`src/rtl/shift_seq.sv`:
```
// shift_seq: multi-cycle barrel-less shifter. Shifts an operand by up to
// STEP bits per clock until the requested amount is consumed. The result is
// then held until the consumer accepts it.
// Modes: 00 SLL, 01 SRL, 10 SRA, 11 ROL.
// Define SHIFT_SEQ_ROTATE_EN to enable rotate-left in mode 11. Without it,
// mode 11 behaves as SLL and no rotate logic is built.
module shift_seq #(
    parameter int WIDTH = 32,
    parameter int AMT_W = 5,
    parameter int STEP  = 1
) (
    input  logic             clk,
    input  logic             rst_n,
    input  logic             in_valid,
    output logic             in_ready,
    input  logic [WIDTH-1:0] in_data,
    input  logic [AMT_W-1:0] in_amt,
    input  logic [1:0]       in_mode,
    output logic             out_valid,
    input  logic             out_ready,
    output logic [WIDTH-1:0] out_data,
    output logic             busy
);

    typedef enum logic [1:0] {IDLE, SHIFT, HOLD} state_t;

    localparam logic [AMT_W-1:0] STEP_A = AMT_W'(STEP);

    state_t             state;
    logic [WIDTH-1:0]   work;
    logic [AMT_W-1:0]   remaining;
    logic [1:0]         mode;
    logic               sign;
    logic [AMT_W-1:0]   step_n;
    logic [WIDTH-1:0]   shifted;

    assign in_ready  = (state == IDLE);
    assign out_valid = (state == HOLD);
    assign busy      = (state != IDLE);

    // Per-cycle partial shift: move by min(STEP, remaining) in the latched mode
    always_comb begin
        step_n  = (remaining > STEP_A) ? STEP_A : remaining;
        shifted = work << step_n;
        case (mode)
            2'b01: shifted = work >> step_n;
            // Fill comes from the latched operand MSB, not the moving register
            2'b10: shifted = WIDTH'($signed({sign, work}) >>> step_n);
`ifdef SHIFT_SEQ_ROTATE_EN
            // WIDTH == 2**AMT_W, so (0 - step_n) in AMT_W bits is WIDTH - step_n;
            // step_n is never 0 while shifting
            2'b11: shifted = (work << step_n) | (work >> (AMT_W'(0) - step_n));
`endif
            default: shifted = work << step_n;
        endcase
    end

    // Control FSM: accept in IDLE, iterate in SHIFT, present result in HOLD
    always_ff @(posedge clk or negedge rst_n) begin
        if (!rst_n) begin
            state     <= IDLE;
            work      <= '0;
            remaining <= '0;
            mode      <= 2'b00;
            sign      <= 1'b0;
            out_data  <= '0;
        end else begin
            case (state)
                IDLE: begin
                    if (in_valid) begin
                        work <= in_data;
                        mode <= in_mode;
                        sign <= in_data[WIDTH-1];
                        if (in_amt == '0) begin
                            out_data <= in_data;
                            state    <= HOLD;
                        end else begin
                            remaining <= in_amt;
                            state     <= SHIFT;
                        end
                    end
                end
                SHIFT: begin
                    work      <= shifted;
                    remaining <= remaining - step_n;
                    if (remaining == step_n) begin
                        out_data <= shifted;
                        state    <= HOLD;
                    end
                end
                HOLD: begin
                    if (out_ready) state <= IDLE;
                end
                default: state <= IDLE;
            endcase
        end
    end

endmodule

```
`config.mk`:
```
export PLATFORM = sky130hd
export DESIGN_NAME = shift_seq
export DESIGN_NICKNAME = d
export VERILOG_FILES = /design/src/rtl/shift_seq.sv
export SDC_FILE = /design/constraint.sdc
export NUM_CORES = 1
export LEC_CHECK = 0
export ABC_AREA = 1
export CORE_ASPECT_RATIO = 0.5
export CORE_MARGIN = 3
export CORE_UTILIZATION = 48
export DETAILED_ROUTE_END_ITERATION = 8
export PLACE_DENSITY_LB_ADDON = 0.12
export RECOVER_POWER = 100
export SLEW_MARGIN = 20
export SYNTH_ARGS = -nofsm -noshare
export SYNTH_HDL_FRONTEND = slang
export SYNTH_SLANG_ARGS = --single-unit
```
`constraint.sdc`:
```
create_clock -name clk -period 1.7 [get_ports clk]
set_input_delay 0.17 -clock clk [delete_from_list [all_inputs] [get_ports clk]]
set_output_delay 0.17 -clock clk [all_outputs]
set_load 0.01 [all_outputs]
```
==> summary.md <==
| Metric | Value |
|---|---|
| Run status | complete, but fails checks |
| Failing checks | setup timing |
| Total Wirelength | 14620 um |
| Area grow syn2layout | 47.94% |
| Worst-path clk slew | 60 ps |
| Tot GR Track Use | 25.08% |
| Antenna Nets Post-Route | 0 |
| Routed len/inst | 16.26 um |
| Slew margin rel. | 32.29% |
| CTS tree | yes |
| Met2 wire len | 6581 um |
| Met1 wire length | 6467 um |
| Critical path startpoint category | register |
| Routed wl met3 | 1386 um |
| IO buf count | 77 |
| FF-to-FF path depth | 12 |
| Post-synthesis net count | 709 |
| Pwr per Cell Area | 2306 mW/mm2 |
| CP Cell Sequence | nor2_4 > buf_6 > buf_6 > nand3_4 > buf_12 > buf_12 > a21oi_1 > nand2_1 > nand3_2 > nand2_2 > nand2_1 > nand2_1 |
| Core region area | 0.008859 mm2 |
| CTS Buffer Depth | 2 |
| P_leak | 3.333 nW |
| Cell mode on critical path | nand2_1 |
| Worst path depth | 12 |
| Placement Cell Area | 0.005547 mm2 |
| Count of different cell masters after synthesis | 30 |
| Final Skew | 11.08 ps |
| Grt ovf | 0 |
| Initial antenna violation count | 0 |
| Fin nets | 823 |
| Global-route wire length before repair | 20880 um |
| GP Congestion | 0.8710 |
| Final period util | 106.7% |
| HPWL after DPL | 8155 um |
| CP Data Required Time | 1940 ps |
| Worst path bufs/invs | 4 |
| Max stage delay cell, worst path | dfrtp_1 |
| Io pins | 78 |
| DRC Markers | 0 |
| Vias in the first global route | 4333 |
| Iter 0 DRT Violations | 474 |
| Die Span Y | 74.15 um |
| Leading cell type in the layout, fill and taps excluded | nand2_1 |
| ANT cells | 0 |
| Final min period | 1814 ps |
| Die Wd | 142.3 um |
| Mean number of vias per cell | 5.448 |
| WP data arrival | 2060 ps |
| Synthesized area per cell | 6.724 um2 |
| Post-route cell area | 0.006595 mm2 |
| TritonRoute pass-1 iters | 6 |
| Mapped Cells | 663 |
| FF+latch count, synth | 74 |
| Setup ws final | -114.1 ps |
| Cell area after synthesis | 0.004458 mm2 |
| Critical Path Sink Type | register |
| Top layer in use | met4 |
| Top_reg_cell synth | dfrtp_1 |
| Die area | 0.01055 mm2 |
| Via count | 4898 |
| Fill count | 645 |
| Hold Path Depth | 2 |
| Pin count of the biggest net entering global routing | 39 |
| Worst-skew pair later-pin latency | 350 ps |
| Commonest cells after routing, fill and taps aside | 290 x nand2_1, 75 x clkdlybuf4s50_1, 74 x dfrtp_1 |
| Crit path max fanout | 7 |
| Final-report hold violation count | 0 |
| Root Driver | clkbuf_16 |
| Share of layout cells above drive strength 1 | 21.48% |
| Post-Route Setup TNS | -647.1 ps |
| VDD IR max | 0.0009151 V |
| Yosys warns | 0 |
| Fmax | 551.2 MHz |
| Row cnt | 24 |
| Critical path class | reg -> reg |
| Crit-path max cell delay | 410 ps |
| Clk sinks | 74 |
| RSZ-0062 raised after global routing | true |
| Hold Crit Class | in -> reg |
| Post-synth EDFFs | 0 |
| Worst slew pin tran | 1016 ps |
| Initial Utilization | 50.32% |
| Max-cap violations | 0 |
| Count of final max-slew check failures | 0 |
| Setup violators final | 28 |
| H-tree depth | 3 |
| Crit-path leading delay family | simple AND/OR/NAND/NOR gates |
| Post-synthesis sequential area ratio | 41.54% |
| Asr flop ratio synth | 100.0% |
| Num CTS Buffers | 9 |
## what timing repair did
item                       4_1_cts  5_1_grt
cloned                           2       12
setup buffers                    5        4
hold endpoints to repair        36        0
setup endpoints to repair       34       67
gates resized for setup         13       83
hold buffers                     1        0
pin swaps                        4       24
## power by group
part	leakage [nW]	internal [mW]	switching [mW]
Combinational	2.27	4.17	5.66
Clock	0.147	1.29	0.802
Sequential	0.913	2.67	0.607
## kinds of logic (layout without fill, tap and decap cells)
logic type	Yosys count	count (layout)	synth area share (%)
simple gates	450	451	43.14
buf+inv	87	205	8.560
flops	74	74	41.54
compound gates	48	48	5.670
fa+ha+maj	3	3	0.8421
mux	1	1	0.2526
## final cells by class
type / instances / area, um2 / share of cell area (%)
timing repair buffer: 138 / 1550 / 23.51
tap: 117 / 146.4 / 2.220
inverter: 50 / 212.7 / 3.225
clock inverter: 4 / 76.32 / 1.157
multi-input combinational: 503 / 2516 / 38.15
clock buffer: 12 / 236.5 / 3.586
timing repair inverter: 1 / 5.005 / 0.07589
sequential: 74 / 1852 / 28.08
## worst paths after layout
kind                       slack, ps      endpoint    startpoint
hold reg to reg                  480  out_data[18]  out_data[18]
setup / recovery                -110  out_data[31]  remaining[4]
hold / removal                   380      state[1]     out_ready
max in group asynchronous        190  out_data[13]         rst_n
min in group asynchronous        530      state[0]         rst_n
setup reg to reg                -110  out_data[31]  remaining[4]
## metrics by stage
step	hold WS (ps)	setup WS, ps	utilization (%)	instances	total power, mW
finish	380.8	-114.1	74.45	899	15.21
floorplan	-125.6	25.10	-	663	8.302
global placement	196.0	-53.39	62.61	859	10.97
detailed placement	192.1	-103.9	62.61	859	11.13
global route	398.0	-183.9	74.45	899	16.32
CTS	376.7	-41.72	67.99	883	13.71
## per-layer routing
layer / vias up / track usage (%)
met5: - / 0
met2: 255 / 39.27
met3: 18 / 6.551
li1: 2333 / -
met1: 2292 / 34.81
met4: 0 / 7.482
## registers in the layout (all words and copies together) (netlist names)
register and flops:
out_data 32, mode 2, work 32, state 2, sign 1, remaining 5
## synth_stat cells, types with 2 or more instances
cell	n	area, um2
ha_1	3	37.54
nand2_1	303	1137
o21ai_0	18	90.09
o21ai_1	10	50.05
inv_2	7	26.28
nand3_1	103	515.5
or2_2	20	125.1
clkbuf_1	14	52.55
nor2_4	3	33.78
buf_2	11	55.05
nand4_1	2	12.51
a31oi_1	3	18.77
buf_6	5	56.30
buf_1	6	22.52
dfrtp_1	74	1852
a21oi_1	14	70.07
nor2_1	13	48.80
inv_1	42	157.7
No activity file was read; power rests on OpenSTA's default activity.
==> patch 1: new RTL, same flow settings <==
Set the parameter `WIDTH` to 64 (it was 32).
--- a/src/rtl/shift_seq.sv
+++ b/src/rtl/shift_seq.sv
@@ -6,5 +6,5 @@
 // mode 11 behaves as SLL and no rotate logic is built.
 module shift_seq #(
-    parameter int WIDTH = 32,
+    parameter int WIDTH = 64,
     parameter int AMT_W = 5,
     parameter int STEP  = 1
Ports: changed (resized in_data and out_data); port bits go from 78 to 142. No check against the original RTL was run, so the function may have changed too.
==> patch 1 against the unedited design <==
- the run still ends with setup timing left
- cell area increased by 70%
- count of clock-buffer cells in the layout up 10
- synthesized area up 83%
- routed wire length up 69%
- non-clock buffer count rose by 69
- power rose by 71%
- first-iteration DRC count up 62%
- worst setup slack better by 0.036 ns
- global-route usage grew 0.52 points
- sequential power grew 78%
- combinational power rose by 65%
- die area up 77%
- sequential cell count rose by 64
- critical path type unchanged
- critical endpoint is now out_data[5]
==> patch 1: results (changes against the unedited design) <==
outcome: "finished with violations"  # unchanged
violations: "setup timing"  # unchanged
multi_input_area_um2: 4160  # was 2520 um2
vdd.ir_drop.worst_v: 0.00129  # was 0.000915 V
cp_top_family: "simple AND/OR/NAND/NOR gates"  # unchanged
power_leakage_nw: 6.07  # was 3.33 nW
synth_compound_area_share_pct: 4.90  # was 5.67%
grt_max_degree: 59  # was 39
grt_pass1_wl_mm: 39.3  # was 20.9 mm
worst-path-max-fanout: 6  # was 7
synth_area_leaders: "dfrtp_1 (42%), nand2_1 (30%), nand3_1 (10%)"  # was dfrtp_1 (42%), nand2_1 (26%), nand3_1 (12%)
viasPerCell: 5.32  # was 5.45
use_met1_pct: 34.3  # was 34.8%
hpwl_mm: 14.9  # was 8.15 mm
overflow: 0  # unchanged
dr_wl_met2_mm: 11.6  # was 6.58 mm
place.gp.congestion: 0.889  # was 0.871
synth.avg_cell_area_um2: 6.52  # was 6.72 um2
reg.largest.list: "out_data: 64 flops, work: 64 flops, remaining: 5 flops"  # was out_data: 32 flops, work: 32 flops, remaining: 5 flops
hold_path_depth: 4  # was 2
drt-pass1-iter-count: 5  # was 6
cts_resized: 22  # was 13
critPathLaunch: "remaining[4]"  # unchanged
portBuffers: 141  # was 77
ys_seq_area_share_pct: 42.3  # was 41.5%
wl_met3_mm: 1.73  # was 1.39 mm
grt_use_met2_pct: 42.0  # was 39.3%
fillCellCount: 1409  # was 645
synthMuxAreaShare_pct: 0.138  # was 0.253%
wl_met1_mm: 10.8  # was 6.47 mm
stdcell_count: 1640  # was 899
grt_usage_pct: 25.6  # was 25.1%
synth_adder_area_share_pct: 0.460  # was 0.842%
fin_ws_ns: -0.0778  # was -0.114 ns
preCtsSetupSlack_ns: -0.0670  # was -0.104 ns
tns_ns: -2.50  # was -0.647 ns
finalClockSkew_ns: 0.00903  # was 0.0111 ns
fin_nets: 1478  # was 823
clk_latency_ns: 0.42  # was 0.35 ns
wl_mm: 24.7  # was 14.6 mm
cts_setup_buffers: 6  # was 5
maxSlewHeadroom_pct: 36.2  # was 32.3%
h-tree-depth: 4  # was 3
met3_usage_pct: 5.13  # was 6.55%
worstHoldStart: "out_ready"  # unchanged
grt_pass1_vias: 8424  # was 4,333
drive_gt1_share_pct: 11.0  # was 21.5%
r2r_end: "out_data[5]"  # was out_data[31]
yosysUniqueCellTypes: 26  # was 30
cp_data_arrival_time_ns: 2.14  # was 2.06 ns
placed_cell_area_um2: 10000  # was 5550 um2
dpl.cell_count: 1583  # was 859
ys_top_cells_by_count: "nand2_1 (662), nand3_1 (165), dfrtp_1 (138)"  # was nand2_1 (303), nand3_1 (103), dfrtp_1 (74)
timing.hold.ws_ns: 0.362  # was 0.381 ns
cts_buffers: 17  # was 9
drt_iter0_markers: 766  # was 474
final-setup-viol-count: 77  # was 28
==> patch 1: cell types whose count changed after synthesis, moves of 3 or more <==
cell,unedited run,this run
buf_2,11,45
buf_1,6,10
inv_1,42,74
dfrtp_1,74,138
a21oi_1,14,48
buf_6,5,1
o21ai_0,18,15
o21ai_1,10,13
clkbuf_1,14,20
nand3_1,103,165
nand2_1,303,662
==> patch 1: power breakdown <==
group          internal [W]  leakage, nW  switching [W]  total (W)
clock network       0.00243        0.296        0.00148    0.00391
registers           0.00494         1.72       0.000911    0.00585
logic               0.00652         4.05        0.00967     0.0162
total                0.0139         6.07         0.0121     0.0259
==> patch 1: area by class of cell <==
type,instances,share of cell area [%]
inverters,82,2.89
clock inverters,10,1.26
clock buffers,22,4.24
flip-flops and latches,138,30.9
well taps,227,2.54
repair buffers,207,21.0
multi-input cells,954,37.2
==> patch 2: new RTL, same flow settings <==
Without the edit above. Register the input `in_mode` before use, with the module's reset. The logic sees it one clock later. The other inputs are not delayed to match.
--- a/src/rtl/shift_seq.sv
+++ b/src/rtl/shift_seq.sv
@@ -26,4 +26,14 @@
 
     localparam logic [AMT_W-1:0] STEP_A = AMT_W'(STEP);
+
+    logic [1:0] in_mode_q;
+
+    always_ff @(posedge clk or negedge rst_n) begin
+        if (!rst_n) begin
+            in_mode_q <= '0;
+        end else begin
+            in_mode_q <= in_mode;
+        end
+    end
 
     state_t             state;
@@ -70,5 +80,5 @@
                     if (in_valid) begin
                         work <= in_data;
-                        mode <= in_mode;
+                        mode <= in_mode_q;
                         sign <= in_data[WIDTH-1];
                         if (in_amt == '0) begin
Behaviour: not the same (Yosys sat finds a counterexample within 4 cycles, from zero or initial values and one cycle with rst_n low).
==> patch 2 against the unedited design <==
- the run still ends with setup timing left
- cell area is 5.7% lower
- synthesized cell count is 0.90% higher
- sequential cell count is 2 higher
- power is 8.1% lower
- worst setup slack better by 0.050 ns
- global-route usage is 2.8 points lower
- routed wire length is 14% lower
- synthesized area is 2.4% higher
- largest power group unchanged
==> patch 2: results (changes against the unedited design) <==
outcome: "finished with violations"  # unchanged
violations: "setup timing"  # unchanged
power_leakage_nw: 3.22  # was 3.33 nW
dpl.cell_count: 851  # was 859
worst-path-max-fanout: 8  # was 7
grt_pass1_vias: 4201  # was 4,333
synth_compound_area_share_pct: 4.94  # was 5.67%
stdcell_count: 882  # was 899
drive_gt1_share_pct: 15.4  # was 21.5%
place.gp.congestion: 0.803  # was 0.871
r2r_end: "work[28]"  # was out_data[31]
yosysUniqueCellTypes: 29  # was 30
final-setup-viol-count: 2  # was 28
fin_nets: 806  # was 823
drt_iter0_markers: 388  # was 474
finalClockSkew_ns: 0.00744  # was 0.0111 ns
ys_seq_area_share_pct: 41.7  # was 41.5%
cts_resized: 3  # was 13
hold_path_depth: 1  # was 2
synthMuxAreaShare_pct: 0.247  # was 0.253%
synth.avg_cell_area_um2: 6.82  # was 6.72 um2
viasPerCell: 5.29  # was 5.45
rr_worst_depth: 10  # was 12
grt_pass1_wl_mm: 19.2  # was 20.9 mm
synth_area_leaders: "dfrtp_1 (42%), nand2_1 (26%), nand3_1 (11%)"  # was dfrtp_1 (42%), nand2_1 (26%), nand3_1 (12%)
worst_slew_pin_slew_ns: 0.918  # was 1.02 ns
synth_adder_area_share_pct: 0.823  # was 0.842%
hold_end: "in_mode_q[0]"  # was state[1]
r2r-start: "remaining[3]"  # was remaining[4]
drt-pass1-iter-count: 5  # was 6
grt_max_degree: 37  # was 39
synth_nets: 715  # was 709
ys_top_cells_by_count: "nand2_1 (316), nand3_1 (97), dfrtp_1 (76)"  # was nand2_1 (303), nand3_1 (103), dfrtp_1 (74)
fin_ws_ns: -0.0645  # was -0.114 ns
worstHoldStart: "in_mode[0]"  # was out_ready
vdd.ir_drop.worst_v: 0.000935  # was 0.000915 V
wl_mm: 12.6  # was 14.6 mm
grt_usage_pct: 22.3  # was 25.1%
hpwl_mm: 7.84  # was 8.15 mm
[patch 2: worst max-delay path by stage]
stage                               to  slack (ns)          from
after floorplan               work[28]        0.04       mode[0]
after global placement         work[1]        0.08       mode[0]
after detailed placement  out_data[28]        0.01  remaining[4]
after CTS                 out_data[28]      -0.008  remaining[1]
after global routing          work[28]       -0.13  remaining[3]
final                         work[28]       -0.06  remaining[3]
[patch 2: area by class of cell]
type                            count  area, um2
Fill cell                         735       2760
Multi-Input combinational cell    507       2420
Sequential cell                    76       1900
Timing Repair Buffer              116       1260
Clock buffer                       11        233
Inverter                           50        203
Tap cell                          117        146
Clock inverter                      5       52.6
[patch 2: metrics by stage]
step	worst slack (ns)	hold WS [ns]	setup TNS [ns]	cell area, um2
6_report	-0.0645	0.385	-0.0818	6220
5_1_grt	-0.128	0.388	-2.20	6220
3_3_place_gp	0.0849	0.163	0	5560
2_1_floorplan	0.0406	-0.126	0	4560
3_5_place_dp	0.0112	0.168	0	5560
4_1_cts	-0.00844	0.269	-0.0133	5860
[patch 2: where the power goes]
part,internal [W],leakage (nW),total (W),switching (W)
clock network,0.00113,0.139,0.00187,0.000741
logic,0.00366,2.14,0.00884,0.00518
registers,0.00272,0.938,0.00327,0.000553
[patch 2: per-layer routing]
| metal | track usage [%] | up-vias | wire [um] |
|---|---|---|---|
| li1 | - | 2296 | - |
| met1 | 29.7 | 2213 | 5840 |
| met3 | 5.65 | 13 | 764 |
| met4 | 5.11 | 0 | 104 |
| met2 | 37.4 | 145 | 5930 |
| met5 | 0 | - | 0 |
[patch 2: worst max-delay path, delay by kind of cell, from the launching register on]
kind                   cells  cell delay, ns
buffers and inverters      3            0.45
DFF                        1            0.41
and+or+nand+nor            7            0.77
